[src/rtl/sec_ctrl.sv]
// Seconds counter and mode controller for a digital clock: debounced MODE/SET
// buttons, BCD seconds, minute carry, manual set pulses and blink request.
module sec_ctrl #(
  parameter int DIV = 50000000,
  parameter int DEB = 500000
) (
  input  logic       CLK,
  input  logic       RST,
  input  logic       BTN_MODE,
  input  logic       BTN_SET,
  output logic [3:0] SL,
  output logic [2:0] SH,
  output logic       MINEN,
  output logic       MININC,
  output logic       HOURINC,
  output logic [1:0] MODE,
  output logic       BLINK
);

  typedef enum logic [1:0] {
    NORMAL  = 2'b00,
    SETHOUR = 2'b01,
    SETMIN  = 2'b10,
    ILLEGAL = 2'b11
  } mode_t;

  localparam logic [19:0] DEB_M1 = 20'(DEB - 1);
  localparam logic [25:0] PC_MAX = 26'(DIV - 1);
  localparam logic [25:0] PC_HALF = 26'(DIV / 2);

  // Bit 0 carries the MODE button, bit 1 the SET button.
  logic [1:0]       btn_raw;
  logic [1:0]       sync_p0, sync_p1;
  logic [1:0]       lvl_p2, lvl_p3;
  logic [1:0][19:0] deb_cnt;
  logic [1:0]       press_p4;
  logic             press_mode, press_set;

  mode_t       state, state_nxt;
  logic        clr_sec, clr_pc;
  logic [25:0] pc;
  logic        tick;

  assign btn_raw    = {BTN_SET, BTN_MODE};
  assign press_mode = press_p4[0];
  assign press_set  = press_p4[1];

  // Synchronizer -> debounced level -> one-cycle press pulse
  always_ff @(posedge CLK or posedge RST) begin
    if (RST) begin
      sync_p0  <= '0;
      sync_p1  <= '0;
      lvl_p2   <= '0;
      lvl_p3   <= '0;
      deb_cnt  <= '0;
      press_p4 <= '0;
    end else begin
      sync_p0  <= btn_raw;
      sync_p1  <= sync_p0;
      lvl_p3   <= lvl_p2;
      press_p4 <= lvl_p2 & ~lvl_p3;
      for (int i = 0; i < 2; i++) begin
        if (sync_p1[i] != lvl_p2[i]) begin
          if (deb_cnt[i] == DEB_M1) begin
            lvl_p2[i]  <= sync_p1[i];
            deb_cnt[i] <= '0;
          end else begin
            deb_cnt[i] <= deb_cnt[i] + 20'd1;
          end
        end else begin
          deb_cnt[i] <= '0;
        end
      end
    end
  end

  always_ff @(posedge CLK or posedge RST) begin
    if (RST) state <= NORMAL;
    else     state <= state_nxt;
  end

  always_comb begin
    state_nxt = state;
    clr_sec   = 1'b0;
    clr_pc    = 1'b0;
    if (state == ILLEGAL) begin
      state_nxt = NORMAL;
    end else if (press_mode) begin
      case (state)
        NORMAL: begin
          state_nxt = SETHOUR;
          clr_sec   = 1'b1;
        end
        SETHOUR: state_nxt = SETMIN;
        SETMIN: begin
          state_nxt = NORMAL;
          clr_pc    = 1'b1;
        end
        default: state_nxt = NORMAL;
      endcase
    end
  end

  assign tick = (pc == PC_MAX);

  always_ff @(posedge CLK or posedge RST) begin
    if (RST)              pc <= '0;
    else if (clr_pc || tick) pc <= '0;
    else                  pc <= pc + 26'd1;
  end

  always_ff @(posedge CLK or posedge RST) begin
    if (RST) begin
      SL <= '0;
      SH <= '0;
    end else if (clr_sec) begin
      SL <= '0;
      SH <= '0;
    end else if (state == NORMAL && tick) begin
      if (SL == 4'd9) begin
        SL <= '0;
        SH <= (SH == 3'd5) ? 3'd0 : SH + 3'd1;
      end else begin
        SL <= SL + 4'd1;
      end
    end
  end

  // A SET press coinciding with a MODE press is dropped.
  assign MINEN   = (state == NORMAL) && tick && (SH == 3'd5) && (SL == 4'd9);
  assign MININC  = press_set && !press_mode && (state == SETMIN);
  assign HOURINC = press_set && !press_mode && (state == SETHOUR);
  assign MODE    = state;
  assign BLINK   = (state != NORMAL) && (pc < PC_HALF);

endmodule

[config.mk]
export PLATFORM = sky130hd
export DESIGN_NAME = sec_ctrl
export DESIGN_NICKNAME = d
export VERILOG_FILES = /design/src/rtl/sec_ctrl.sv
export SDC_FILE = /design/constraint.sdc
export NUM_CORES = 1
export LEC_CHECK = 0
export BUFFER_PORTS_ARGS = -buffer_cell sky130_fd_sc_hd__buf_2
export CORE_UTILIZATION = 25
export CTS_BUF_LIST = sky130_fd_sc_hd__clkbuf_4 sky130_fd_sc_hd__clkbuf_8 sky130_fd_sc_hd__clkbuf_16
export DETAILED_ROUTE_END_ITERATION = 8
export SETUP_SLACK_MARGIN = 0.3
export SYNTH_ARGS = -nofsm -noshare
export SYNTH_HDL_FRONTEND = slang
export SYNTH_SLANG_ARGS = --single-unit
[constraint.sdc]
create_clock -name CLK -period 2.56 [get_ports CLK]
set_input_delay 0.256 -clock CLK [delete_from_list [all_inputs] [get_ports CLK]]
set_output_delay 0.256 -clock CLK [all_outputs]
set_load 0.05 [all_outputs]
==> flow_summary.yaml <==
floorplan:
  rows: 48
  start_util_pct: 25.8
  core_area_um2: 17500
  die-area_um2: 18600
  num_io_pins: 17
  die_h_um: 136
  fp.dieW_um: 136
critical_path:
  required_ns: 2.30
  crit_fanout: 12
  critPathTopFamily: "simple AND/OR/NAND/NOR gates"
  cp-end-kind: "output port"
  path_cells: "or2_4 -> or3_1 -> nor4_2 -> buf_4"
  crit_path_start_kind: "flip-flop"
  slowest_stage: "dfrtp_2"
  arrival_ns: 1.92
  crit_cells: 4
  timing.critical_path.buf_inv: 1
  path_class: "reg -> out"
  rr_worst_depth: 4
  slowest_delay_ns: 0.43
synthesis:
  synth_cell_types: 55
  synth_commonest_cells: "dfrtp_1, nor2_1, nand2_1"
  synth-edff-count: 0
  ys_seq_area_share_pct: 47.2
  yosysMostFrequentCell: "dfrtp_1"
  yosys.area_share.simple_pct: 29.8
  synth_top_cell_by_area: "dfrtp_1"
  synth-adder-area-share_pct: 1.39
  synthXorXnorAreaFrac_pct: 6.99
  synth_top_area_share_pct: 47.2
  syn_area_per_cell_um2: 9.64
  synth_compound_area_share_pct: 9.85
  yosys_warnings: 0
  synth_cells: 468
  synth_nets: 477
  synth_area_leaders: "dfrtp_1, nand3_1, xnor2_1, xor2_1, nor2_1"
  synth_top_family_by_area: "simple AND/OR/NAND/NOR gates"
  netlist_area_um2: 4510
  synthMuxAreaShare_pct: 0.499
  synthFlopType: "dfrtp_1"
  async_flop_share_pct: 100
  synth_seq_cells: 85
global_routing:
  antenna_found_initial: 0
  grt_usage_pct: 10.9
  grt.overflow.total: 0
  first_global_vias: 3417
  grt_first_pass_wirelength_um: 16200
  grt_max_degree: 86
timing:
  rsz0062_at_grt: "no"
  finClkSkew_ns: 0.00803
  fin_crit_sh_pct: 85.1
  period_needed_ns: 2.18
  slew_viol_final: 0
  finalSetupViolations: 0
  fmax_ghz: 0.459
  maxSlewHeadroom_pct: 54.5
  hold_violations: 0
  fin_setup_tns_ns: 0
  worst_pin_slew_ns: 0.677
cts:
  insertion_delay_ns: 0.34
  cts_inserted_buffers: 9
  cts_sinks: 85
  htreeDepth: 3
  clkTransAtPathRegs_ns: 0.07
  cts_tree: "yes"
  root_buffer: "clkbuf_16"
  clockBufferDepth: 2
route:
  antenna_left: 0
  via_per_inst: 5.07
  finalWirelength_um: 9590
  first_pass_iters: 6
  via_count: 3648
  drc_errors: 0
  first_iter_violations: 367
  detail_route.wl_per_cell_um: 13.3
run_status:
  run_status: "finished, final reports clean"
finish:
  multiInputGateArea_um2: 2240
  n_fill_cell: 1784
  synthToLayoutAreaGrowth_pct: 14.8
  nets: 498
  antenna_cells: 0
  drive_gt1_share_pct: 16.2
  final-seq-area_um2: 2130
placed_design:
  globalplace.congestion: 0.855
  port_buffers: 16
  dp_hpwl_um: 6460
hold_path:
  hold_depth: 1
  min_path_type: "in -> reg"
pwr:
  peakVddDrop_mv: 0.345
  power_leakage_nw: 2.00
  finalPower_mw: 2.66
  power_density_nw_per_um2: 514
flow_run:
  drv_cap: 0
## flip-flops by register name, indices dropped and copies added, names as in the netlist, 3 cells and up
name and count:
SH 3, SL 4, deb_cnt 40, pc 26
## layer usage
layer	global-route usage (%)	up-vias	share of wire (%)
met5	0	-	0
met4	3.77	0	1.2
met3	2.76	15	3.7
met2	18.4	71	49
met1	13.5	1793	46
li1	-	1769	-
## worst paths after layout
path                       startpoint    endpoint  slack [ns]
min reg2reg                sync_p0[1]  sync_p1[1]        0.35
min                           BTN_SET  sync_p0[1]        0.01
min in group asynchronous         RST  sync_p0[1]        0.02
max                           MODE[1]       MINEN        0.38
max reg2reg                     pc[9]       SL[0]        0.51
max in group asynchronous         RST      pc[17]        2.14
## kinds of logic after synthesis
logic type | Yosys count
XOR/XNOR | 36
adder cells (fa/ha/maj) | 5
AO/OA/AOI/OAI | 73
multiplexers | 2
flip-flops | 85
AND/OR/NAND/NOR | 236
buffers and inverters | 31
## stage by stage
stage / utilization (%) / setup slack [ns] / std cells / area [µm²] / hold WS [ns]
6_report: 29.6 / 0.382 / 719 / 5180 / 0.0137
5_1_grt: 29.6 / 0.325 / 719 / 5180 / 0.00234
4_1_cts: 29.2 / 0.307 / 712 / 5110 / 0.00359
3_5_place_dp: 27.4 / 0.433 / 695 / 4800 / 0.343
3_3_place_gp: 27.4 / 0.483 / 695 / 4800 / 0.335
2_1_floorplan: - / -0.0246 / 468 / 4530 / 0.287
## cell usage in the layout (no fill, tap or decap), types with 4 or more instances in the layout
cell type | netlist | layout
dfrtp_2 | 0 | 6
and3_1 | 5 | 5
or4_1 | 13 | 13
nor3_1 | 11 | 11
o31ai_1 | 11 | 10
nor4_1 | 12 | 10
ha_1 | 5 | 4
nor2_1 | 41 | 41
inv_1 | 12 | 11
xnor2_1 | 18 | 18
clkbuf_16 | 0 | 9
nand4_1 | 24 | 24
buf_4 | 2 | 13
nand2_1 | 33 | 32
dfrtp_1 | 85 | 79
and4_1 | 9 | 8
nand3_1 | 32 | 31
or3_1 | 19 | 19
and2_1 | 10 | 10
a21oi_1 | 30 | 30
o21ai_0 | 17 | 17
xor2_1 | 18 | 18
buf_2 | 5 | 15
## cell type report
class,count,share of cell area [%]
multi-input combinational,352,43.3
sequential,85,41.2
tap,225,5.44
clock buffer,10,4.49
inverter,12,0.942
clock inverter,6,0.918
timing repair buffer,29,3.72
## power breakdown
group / switching [mW] / total [mW] / internal (mW)
clock network: 0.562 / 1.24 / 0.675
logic: 0.0462 / 0.0645 / 0.0182
registers: 0.00936 / 1.36 / 1.35
## worst reg2reg max path: cells and delay by family (launching register included)
family / cells / cell delay (ns)
DFF: 1 / 0.48
AOI/OAI and AO/OA: 1 / 0.38
and+or+nand+nor: 3 / 1.08
## timing repair
item                                    4_1_cts  5_1_grt
pin swaps                                     3        2
endpoints found under the setup margin        1        2
gates resized for setup                       8        8
cloned                                        0        0
setup buffers                                 1        7
hold buffers                                  0        0
No activity file was read; power rests on OpenSTA's default activity.
